<file path="config.mk">
export PLATFORM = sky130hd
export DESIGN_NAME = dff_chain_loader
export DESIGN_NICKNAME = d
export VERILOG_FILES = /design/src/rtl/dff_chain_loader.sv
export SDC_FILE = /design/constraint.sdc
export NUM_CORES = 1
export LEC_CHECK = 0
export BUFFER_PORTS_ARGS = -buffer_cell sky130_fd_sc_hd__buf_2
export CAP_MARGIN = 30
export CORE_MARGIN = 2
export CORE_UTILIZATION = 54
export CTS_BUF_LIST = sky130_fd_sc_hd__clkbuf_8
export DETAILED_ROUTE_END_ITERATION = 8
export PLACE_DENSITY = 0.82
export SYNTH_ARGS = -nofsm -noshare
export SYNTH_HDL_FRONTEND = slang
export SYNTH_SLANG_ARGS = --single-unit
</file>
<file path="constraint.sdc">
create_clock -name clk -period 2.15 [get_ports clk]
set_clock_uncertainty 0.1 [all_clocks]
set_input_delay 0.43 -clock clk [delete_from_list [all_inputs] [get_ports clk]]
set_output_delay 0.43 -clock clk [all_outputs]
set_load 0.01 [all_outputs]
</file>
<file path="src/rtl/dff_chain_loader.sv">
// Serial load/readback controller for a q->d chain of single-bit reset flops.
// Shifts a parallel word in MSB-first while capturing the old chain contents.
module dff_chain_loader #(
    parameter int unsigned WIDTH      = 8,
    parameter int unsigned CLR_CYCLES = 2
) (
    input  logic             clk,
    input  logic             reset,
    input  logic             start,
    input  logic             clr_first,
    input  logic [WIDTH-1:0] data_in,
    output logic             busy,
    output logic             done,
    output logic [WIDTH-1:0] data_out,
    output logic             chain_d,
    output logic             chain_en,
    output logic             chain_reset,
    input  logic             chain_q
);

    localparam int unsigned MaxCount = (WIDTH > CLR_CYCLES) ? WIDTH : CLR_CYCLES;
    localparam int unsigned CntW     = (MaxCount > 1) ? $clog2(MaxCount) : 1;
    localparam logic [CntW-1:0] CntShift = CntW'(WIDTH - 1);
    localparam logic [CntW-1:0] CntClear = CntW'(CLR_CYCLES - 1);

    typedef enum logic [1:0] {
        StIdle,
        StClear,
        StShift,
        StDone
    } state_e;

    state_e            state_q, state_d;
    logic [CntW-1:0]   cnt_q, cnt_d;
    logic [WIDTH-1:0]  sh_q, sh_d;
    logic [WIDTH-1:0]  dout_q, dout_d;
    logic              clr_q, clr_d;

    always_ff @(posedge clk) begin
        if (reset) begin
            state_q <= StIdle;
            cnt_q   <= '0;
            sh_q    <= '0;
            dout_q  <= '0;
            clr_q   <= 1'b0;
        end else begin
            state_q <= state_d;
            cnt_q   <= cnt_d;
            sh_q    <= sh_d;
            dout_q  <= dout_d;
            clr_q   <= clr_d;
        end
    end

    always_comb begin
        state_d = state_q;
        cnt_d   = cnt_q;
        sh_d    = sh_q;
        dout_d  = dout_q;
        clr_d   = clr_q;
        unique case (state_q)
            StIdle: begin
                if (start) begin
                    sh_d  = data_in;
                    clr_d = clr_first;
                    if (clr_first) begin
                        state_d = StClear;
                        cnt_d   = CntClear;
                    end else begin
                        state_d = StShift;
                        cnt_d   = CntShift;
                    end
                end
            end
            StClear: begin
                if (cnt_q == '0) begin
                    state_d = StShift;
                    cnt_d   = CntShift;
                end else begin
                    cnt_d = cnt_q - 1'b1;
                end
            end
            StShift: begin
                // chain_q is the chain end before this edge's shift lands
                sh_d   = {sh_q[WIDTH-2:0], 1'b0};
                dout_d = {dout_q[WIDTH-2:0], chain_q};
                if (cnt_q == '0) begin
                    state_d = StDone;
                end else begin
                    cnt_d = cnt_q - 1'b1;
                end
            end
            StDone: begin
                state_d = StIdle;
            end
            default: begin
                state_d = StIdle;
            end
        endcase
    end

    assign busy        = (state_q != StIdle);
    assign done        = (state_q == StDone);
    assign data_out    = dout_q;
    assign chain_en    = (state_q == StShift);
    assign chain_d     = (state_q == StShift) ? sh_q[WIDTH-1] : 1'b0;
    // Combinational so block reset also clears the chain in the same cycle
    assign chain_reset = reset | (state_q == StClear);

    // A cleared chain must read back as zeros while the new word shifts in
    a_cleared_readback : assert property (@(posedge clk) disable iff (reset)
        (state_q == StShift && clr_q) |-> !chain_q);

endmodule

</file>
==> reports/metrics.sh, run 1 <==
FP-ROW-COUNT=16
ROUTE.DETAILED.WL_PER_INST_UM=12.70
HOLD_END='data_out[0]$_SDFFE_PP0P_'
GRT_MAX_DEGREE=23
HOLD_START='chain_q'
WIRE_LENGTH_OF_THE_FIRST_GLOBAL_ROUTING_PASS_UM=3491
CORE_AREA_UM2=1902
TIMING.RR.END='sh_q[5]$_SDFFE_PP0P_'
WORSTSKEWPAIRLATENCY_PS=260
WORSTPATHREQUIRED_PS=1620
INITIAL_UTILIZATION=0.5612
CTS_TREE='built'
CRITICAL_PATH_ARRIVAL_PS=1470
FIRST_GLOBAL_VIAS=802
FINAL_ANTENNA_NET_COUNT=0
NETLIST_INSTANCES=110
POST_CTS_RESIZE_COUNT=0
PLACE.DETAILED.HPWL_UM=1538
RUN_STATUS='completed'
CTS-HOLD-FIX-BUFFERS=0
R2R_CELLS=6
SEQUENTIALPOWERSHARE=0.317
DP_SLACK_PS=439.9
CLK_PATH_BUF_DEPTH=2
CTS_SINKS=21
SYNTH_CELL_TYPE_COUNT=24
AREA_ENCLOSED_BY_THE_DIE_BOUNDARY_UM2=2348
TIMING.CRITICAL_PATH.TO_TYPE='primary output'
MAX-SLEW-MARGIN-REL=0.7291
GRT_SETUP_UNREPAIRED='false'
TIMING.FINAL.CRIT_PERIOD_PS=1996
DRT-VIAS-PER-INSTANCE=5.209
FINAL.SETUP.WORST_SLACK_PS=154.5
TIMING.FMAX_MHz=501.1
ROUTED_WIRELENGTH_UM=2070
CRITPATHLAUNCHTYPE='register'
SYNTH.YOSYS.SEQ_AREA_SHARE=0.3939
SYN-CELL-AREA_UM2=1067
POST_CTS.REPAIR.SETUP_BUFFERS=0
CRIT_PATH_START='state_q[0]$_SDFFE_PP0P_'
STATIC-LEAKAGE-POWER_nW=0.5605
SYNTH-WARNING-COUNT=0
SYNTH.NET_COUNT=130
NET_LOAD_SWITCHING_POWER_W=0.0007572
WORST_HOLD_PATH.NUM_CELLS=3
AVGSYNTHCELLAREA_UM2=9.702
IOS=26
P_CLK_FRAC=0.138
SETUP_TOTAL_NEGATIVE_SLACK_PS=0
SYNTH.FF_LATCH_COUNT=21
CLOCK-ROOT-BUFFER='clkbuf_8'
DRT_PASS1_ITERATIONS=3
IO_BUFFERS=25
SYN_TO_FINAL_GROWTH_PCT=17.35
DIEHEIGHT_UM=48.46
SWSHARE=0.4132
CRIT_TYPE='reg -> out'
HOLD_VIOLATIONS=0
R2R_START='state_q[0]$_SDFFE_PP0P_'
PLACE.GP.CONGESTION=0.7969
WORST-PATH-MAX-FANOUT=8
CTS.HTREE.LEVELS=1
GLOBALROUTETOTALUTIL=0.1877
CTS_BUFFERS=3
VIAS=849
CELLINTERNALPOWER_W=0.001075
ROUTE.DETAILED.DRC=0
PEAKVDDDROP_mV=0.7866
MAX-CAP-VIOLATIONS=0
RRSETUPSLACK_PS=390
GRT.OVERFLOW.TOTAL=0
HOLD_PATH.CLASS='in -> reg'
FINALSETUPVIOLATIONS=0
FIN_NETS=157
NFILLCELLS=163
ANTENNADIODECOUNT=0
DRV_SLEW=0
SLEW_AT_THE_PIN_CLOSEST_TO_ITS_MAX_SLEW_LIMIT_PS=406.3
DRIVE_ABOVE_1_SHARE=0.2794
DIE_W_UM=48.46
CLK_PIN_SLEW_WORST_PATHS_PS=80
TIMING.FINAL.CRIT_SHARE=0.9281
ANTENNA_FOUND_INITIAL=0
P_PER_AREA_nW_PER_UM2=1463
DR.FIRST_ITER.DRC_COUNT=3
POWER.SHARE.COMBINATIONAL=0.545
[state kept, by name, indices dropped and copies added, names as in the netlist]
name	flops
data_out	8
cnt_q	3
sh_q	8
state_q	2
[critical path, stage by stage, from the launching register on]
cell and delay (ps):
dfxtp_1 390, inv_1 100, ha_1 250, buf_4 200, and2_1 140, buf_2 130
[how the worst max path moves through the flow]
stage,to,slack [ps]
global route,chain_d,80
floorplan,chain_d,390
detailed placement,chain_d,440
global placement,chain_d,500
finish,chain_d,150
CTS,chain_d,140
[per-stage QoR]
step                      instances  power [W]  area, µm²  utilization  hold slack [ps]
after global placement          159   0.001535       1207       0.6349            374.3
after detailed placement        159   0.001586       1207       0.6349            392.0
after floorplan                 110   0.001405       1067            -            360.1
after CTS                       163   0.001847       1252       0.6586            307.5
final                           163   0.001833       1252       0.6586            310.3
after global routing            163   0.001991       1252       0.6586            355.1
[cells by family after synthesis]
group / count (synthesis) / synth area share
AO/OA/AOI/OAI: 19 / 0.1442
multiplexers: 19 / 0.1829
buffers and inverters: 10 / 0.04924
adder cells (fa/ha/maj): 7 / 0.08206
AND/OR/NAND/NOR: 34 / 0.1477
flip-flops: 21 / 0.3939
[layout make-up]
| type | count | area, µm² | area share |
|---|---|---|---|
| Multi-Input combinational cell | 79 | 594.3 | 0.4745 |
| Clock buffer | 3 | 41.29 | 0.03297 |
| Inverter | 5 | 18.77 | 0.01499 |
| Timing Repair Buffer | 27 | 140.1 | 0.1119 |
| Tap cell | 27 | 33.78 | 0.02697 |
| Clock inverter | 1 | 3.754 | 0.002997 |
| Sequential cell | 21 | 420.4 | 0.3357 |
[Yosys cell counts, drive strengths merged]
library cell,n,share of area
and2b,1,0.0094
nor2b,2,0.014
mux2i,18,0.17
a311oi,1,0.014
buf,3,0.025
clkbuf,2,0.0070
dfxtp,21,0.39
mux2,1,0.014
and2,1,0.0059
or2,2,0.012
a21oi,3,0.018
nor2,26,0.094
a211oi,13,0.10
ha,7,0.082
inv,5,0.018
nand3b,1,0.0070
o21ai,2,0.0094
nand2b,1,0.0059
[power by group through the flow]
stage	clock, W	sequential [W]	combinational (W)
floorplan	0	0.000568	0.000837
global placement	0	0.000576	0.000959
detailed placement	0	0.000586	0.00100
CTS	0.000262	0.000578	0.00101
global route	0.000272	0.000591	0.00113
finish	0.000253	0.000580	0.000999
[metal layers]
metal | global-route usage | vias up | wire length (µm)
li1 | - | 429 | -
met5 | 0 | - | 0
met3 | 0.02160 | 2 | 65
met1 | 0.2235 | 404 | 936
met2 | 0.3380 | 14 | 1054
met4 | 0.08571 | 0 | 13
[cells in the final DEF, fill, tap and decap left out]
cell / instances
nor2_1: 25
buf_2: 25
dfxtp_1: 21
mux2i_1: 18
a211oi_1: 12
ha_1: 7
inv_1: 6
clkbuf_8: 3
o21ai_0: 2
a21oi_1: 2
buf_4: 2
and2_1: 1
or2_2: 1
or2_1: 1
nand2b_1: 1
and2b_4: 1
a21oi_2: 1
nor2b_2: 1
a211oi_4: 1
nand3b_1: 1
nor2_2: 1
a311oi_2: 1
mux2_4: 1
nor2b_1: 1
Note: power is estimated with default switching activity, not from simulation.
==> inputs of run 2 (changes only) <==
ABC_AREA = 1   (was not set)
CORE_UTILIZATION = 55   (was 54)
==> reports/metrics.sh, run 2 <==
GRT.OVERFLOW.TOTAL=0  # unchanged
GRT_MAX_DEGREE=21  # -8.7%
PLACE.GP.CONGESTION=0.8259  # +3.6%
PLACE.DETAILED.HPWL_UM=1732  # +13%
DIEHEIGHT_UM=48.97  # +1.1%
CRITICAL-PATH-TOP-DELAY-FAMILY='adder cells'
DR.FIRST_ITER.DRC_COUNT=14  # +11
SYNTH.TOP_CELLS.BY_AREA='dfxtp_1, nand2_1, nor2_1, ha_1, o21ai_0'
CLOCK-ROOT-BUFFER='clkbuf_8'
FINAL_COMMON_CELL='nand2_1'
SYNTH.TOP_CELL.AREA_SHARE=0.3780  # -0.01595
FIN_NETS=212  # +35%
FIRST_GLOBAL_VIAS=978  # +22%
ROUTE.DETAILED.DRC=0  # unchanged
POST_PLACE_INSTANCE_AREA_UM2=1254  # +3.8%
FINAL_ANTENNA_NET_COUNT=0  # unchanged
STDCELL_COUNT=218  # +34%
DRT_PASS1_ITERATIONS=4  # +1
POSTLAYOUTCELLAREA_UM2=1301  # +3.9%
HOLD_VIOLATIONS=0  # unchanged
SETUP_TOTAL_NEGATIVE_SLACK_PS=0  # unchanged
RRSETUPSLACK_PS=430  # +40 ps
SYNTH_EDF_COUNT=0  # unchanged
DRIVE_ABOVE_1_SHARE=0.1990  # -0.08046
AVGSYNTHCELLAREA_UM2=6.741  # -31%
SYNTH.YOSYS.SEQ_AREA_SHARE=0.3780  # -0.01595
PLACED_CELLS=214  # +35%
CTS_BUFFERS=3  # unchanged
CRIT_TYPE='reg -> out'
MAX-SLEW-MARGIN-REL=0.7601  # +0.03103
TIMING.CRITICAL_PATH.TO_TYPE='primary output'
YS.FLOP_TYPE='dfxtp_1'
SYN-CELL-AREA_UM2=1112  # +4.2%
AREA_ENCLOSED_BY_THE_DIE_BOUNDARY_UM2=2398  # +2.1%
WORST-PATH-MAX-FANOUT=17  # +9
WORSTPATHBUFFERINVERTERCOUNT=3  # unchanged
TIMING.CRITICAL_PATH.MODE_CELL='inv_1'
MOST-COMMON-LAYOUT-CELLS='nand2_1, nor2_1, buf_2'
CTS.HTREE.LEVELS=1  # unchanged
CTS_TREE='built'
SYN_TO_FINAL_GROWTH_PCT=16.99
CTS_SINKS=21  # unchanged
SYNTH-WARNING-COUNT=0  # unchanged
POST_CTS.REPAIR.SETUP_BUFFERS=0  # unchanged
HIGHEST_DELAY_CELL_ALONG_THE_CRITICAL_PATH='ha_2'
INITIAL_UTILIZATION=0.5728  # +0.01163
TIMING.FINAL.CRIT_SHARE=0.9077  # -0.02042
POST_CTS_RESIZE_COUNT=0  # unchanged
FP-ROW-COUNT=16  # unchanged
ANTENNADIODECOUNT=0  # unchanged
TIMING.FINAL.CRIT_PERIOD_PS=1952  # -43.90 ps
CP_CELL_SEQUENCE='inv_1, ha_2, nand2_1, inv_1, buf_2'
DRV_SLEW=0  # unchanged
CLK_PIN_SLEW_WORST_PATHS_PS=70  # about the same
SYNTH_AREA_LEADER_CELL='dfxtp_1'
WIRE_LENGTH_OF_THE_FIRST_GLOBAL_ROUTING_PASS_UM=3877  # +11%
IO_BUFFERS=25  # unchanged
NETLIST_INSTANCES=165  # +50%
TIMING.FMAX_MHz=512.4  # +2.2%
SYNTH_MOST_COMMON_CELL='nand2_1'
CRITPATHLAUNCHTYPE='register'
VIAS=1095  # +29%
WORSTSKEWPAIRLATENCY_PS=260  # about the same
CORE_AREA_UM2=1942  # +2.1%
ROUTED_WIRELENGTH_UM=2330  # +13%
ANTENNA_FOUND_INITIAL=0  # unchanged
SYNTH.FF_LATCH_COUNT=21  # unchanged
CLK_PATH_BUF_DEPTH=2  # unchanged
GRT_SETUP_UNREPAIRED='false'
CTS-HOLD-FIX-BUFFERS=0  # unchanged
SYNTH.NET_COUNT=185  # +42%
CRITICAL_PATH_ARRIVAL_PS=1420  # -50 ps
WORSTPATHREQUIRED_PS=1620  # about the same
FINALSETUPVIOLATIONS=0  # unchanged
ROUTE.DETAILED.WL_PER_INST_UM=10.69  # -16%
RUN_STATUS='completed'
PEAKVDDDROP_mV=0.9288  # +18%
SYNTH_CELL_TYPE_COUNT=21  # -13%
DIE_W_UM=48.97  # +1.1%
SLEW_AT_THE_PIN_CLOSEST_TO_ITS_MAX_SLEW_LIMIT_PS=359.8  # -46.54 ps
STATIC-LEAKAGE-POWER_nW=0.7148  # +28%
MAX-CAP-VIOLATIONS=0  # unchanged
IOS=26  # unchanged
GLOBALROUTETOTALUTIL=0.2056  # +0.01787
DRT-VIAS-PER-INSTANCE=5.023  # -3.6%
HOLD_PATH.CLASS='in -> reg'
SLOWEST_DELAY_PS=420  # +30 ps
P_PER_AREA_nW_PER_UM2=1592  # +8.8%
YOSYS-TOP-CELLS-COUNT='nand2_1, nor2_1, dfxtp_1, inv_1, o21ai_0'
ASYNC_RESET_FF_FRAC=0  # unchanged
run 2: layout make-up:
type | count | area, µm²
fill | 187 | 640.6
clock buffer | 3 | 41.29
timing repair buffer | 27 | 140.1
clock inverter | 1 | 3.754
multi-input combinational | 122 | 598.1
sequential | 21 | 420.4
tap | 27 | 33.78
inverter | 17 | 63.81
run 2: per-layer routing:
metal	track usage	wire length, µm	part of all wire
met4	0.1238	50	0.021
met1	0.2326	1057	0.45
met3	0.03067	95	0.041
met2	0.3630	1127	0.48
met5	0	0	0
run 2: cells by family (layout without fill, tap and decap cells):
family / after synthesis / in the layout / synth area share
flops: 21 / 21 / 0.3779
simple gates: 94 / 94 / 0.3397
buf+inv: 22 / 48 / 0.08661
fa+ha+maj: 7 / 7 / 0.07874
compound gates: 21 / 21 / 0.1170
run 2: worst paths after layout:
check | from | to | depth (start not counted)
worst min-delay path | reset | sh_q[0]$_SDFFE_PP0P_ | 2
worst min register to register | sh_q[0]$_SDFFE_PP0P_ | sh_q[0]$_SDFFE_PP0P_ | 2
worst max register to register | state_q[0]$_SDFFE_PP0P_ | cnt_q[1]$_SDFFE_PP0P_ | 8
worst max-delay path | state_q[0]$_SDFFE_PP0P_ | chain_d | 5
run 2: power by group:
group | switching [W] | internal [W] | total [W]
clock network | 0.000127 | 0.000128 | 0.000255
logic | 0.000755 | 0.000423 | 0.00118
registers | 0.0000882 | 0.000551 | 0.000639
total | 0.000970 | 0.00110 | 0.00207
run 2: through the flow:
stage | power, W | worst slack, ps | util | hold slack, ps
after detailed placement | 0.001819 | 179.4 | 0.6456 | 357.2
after global placement | 0.001766 | 289.2 | 0.6456 | 346.3
after floorplan | 0.001552 | 595.4 | - | 334.0
after CTS | 0.002080 | 8.313 | 0.6688 | 232.8
after global routing | 0.002281 | 90.52 | 0.6701 | 244.6
final | 0.002072 | 198.4 | 0.6701 | 237.3
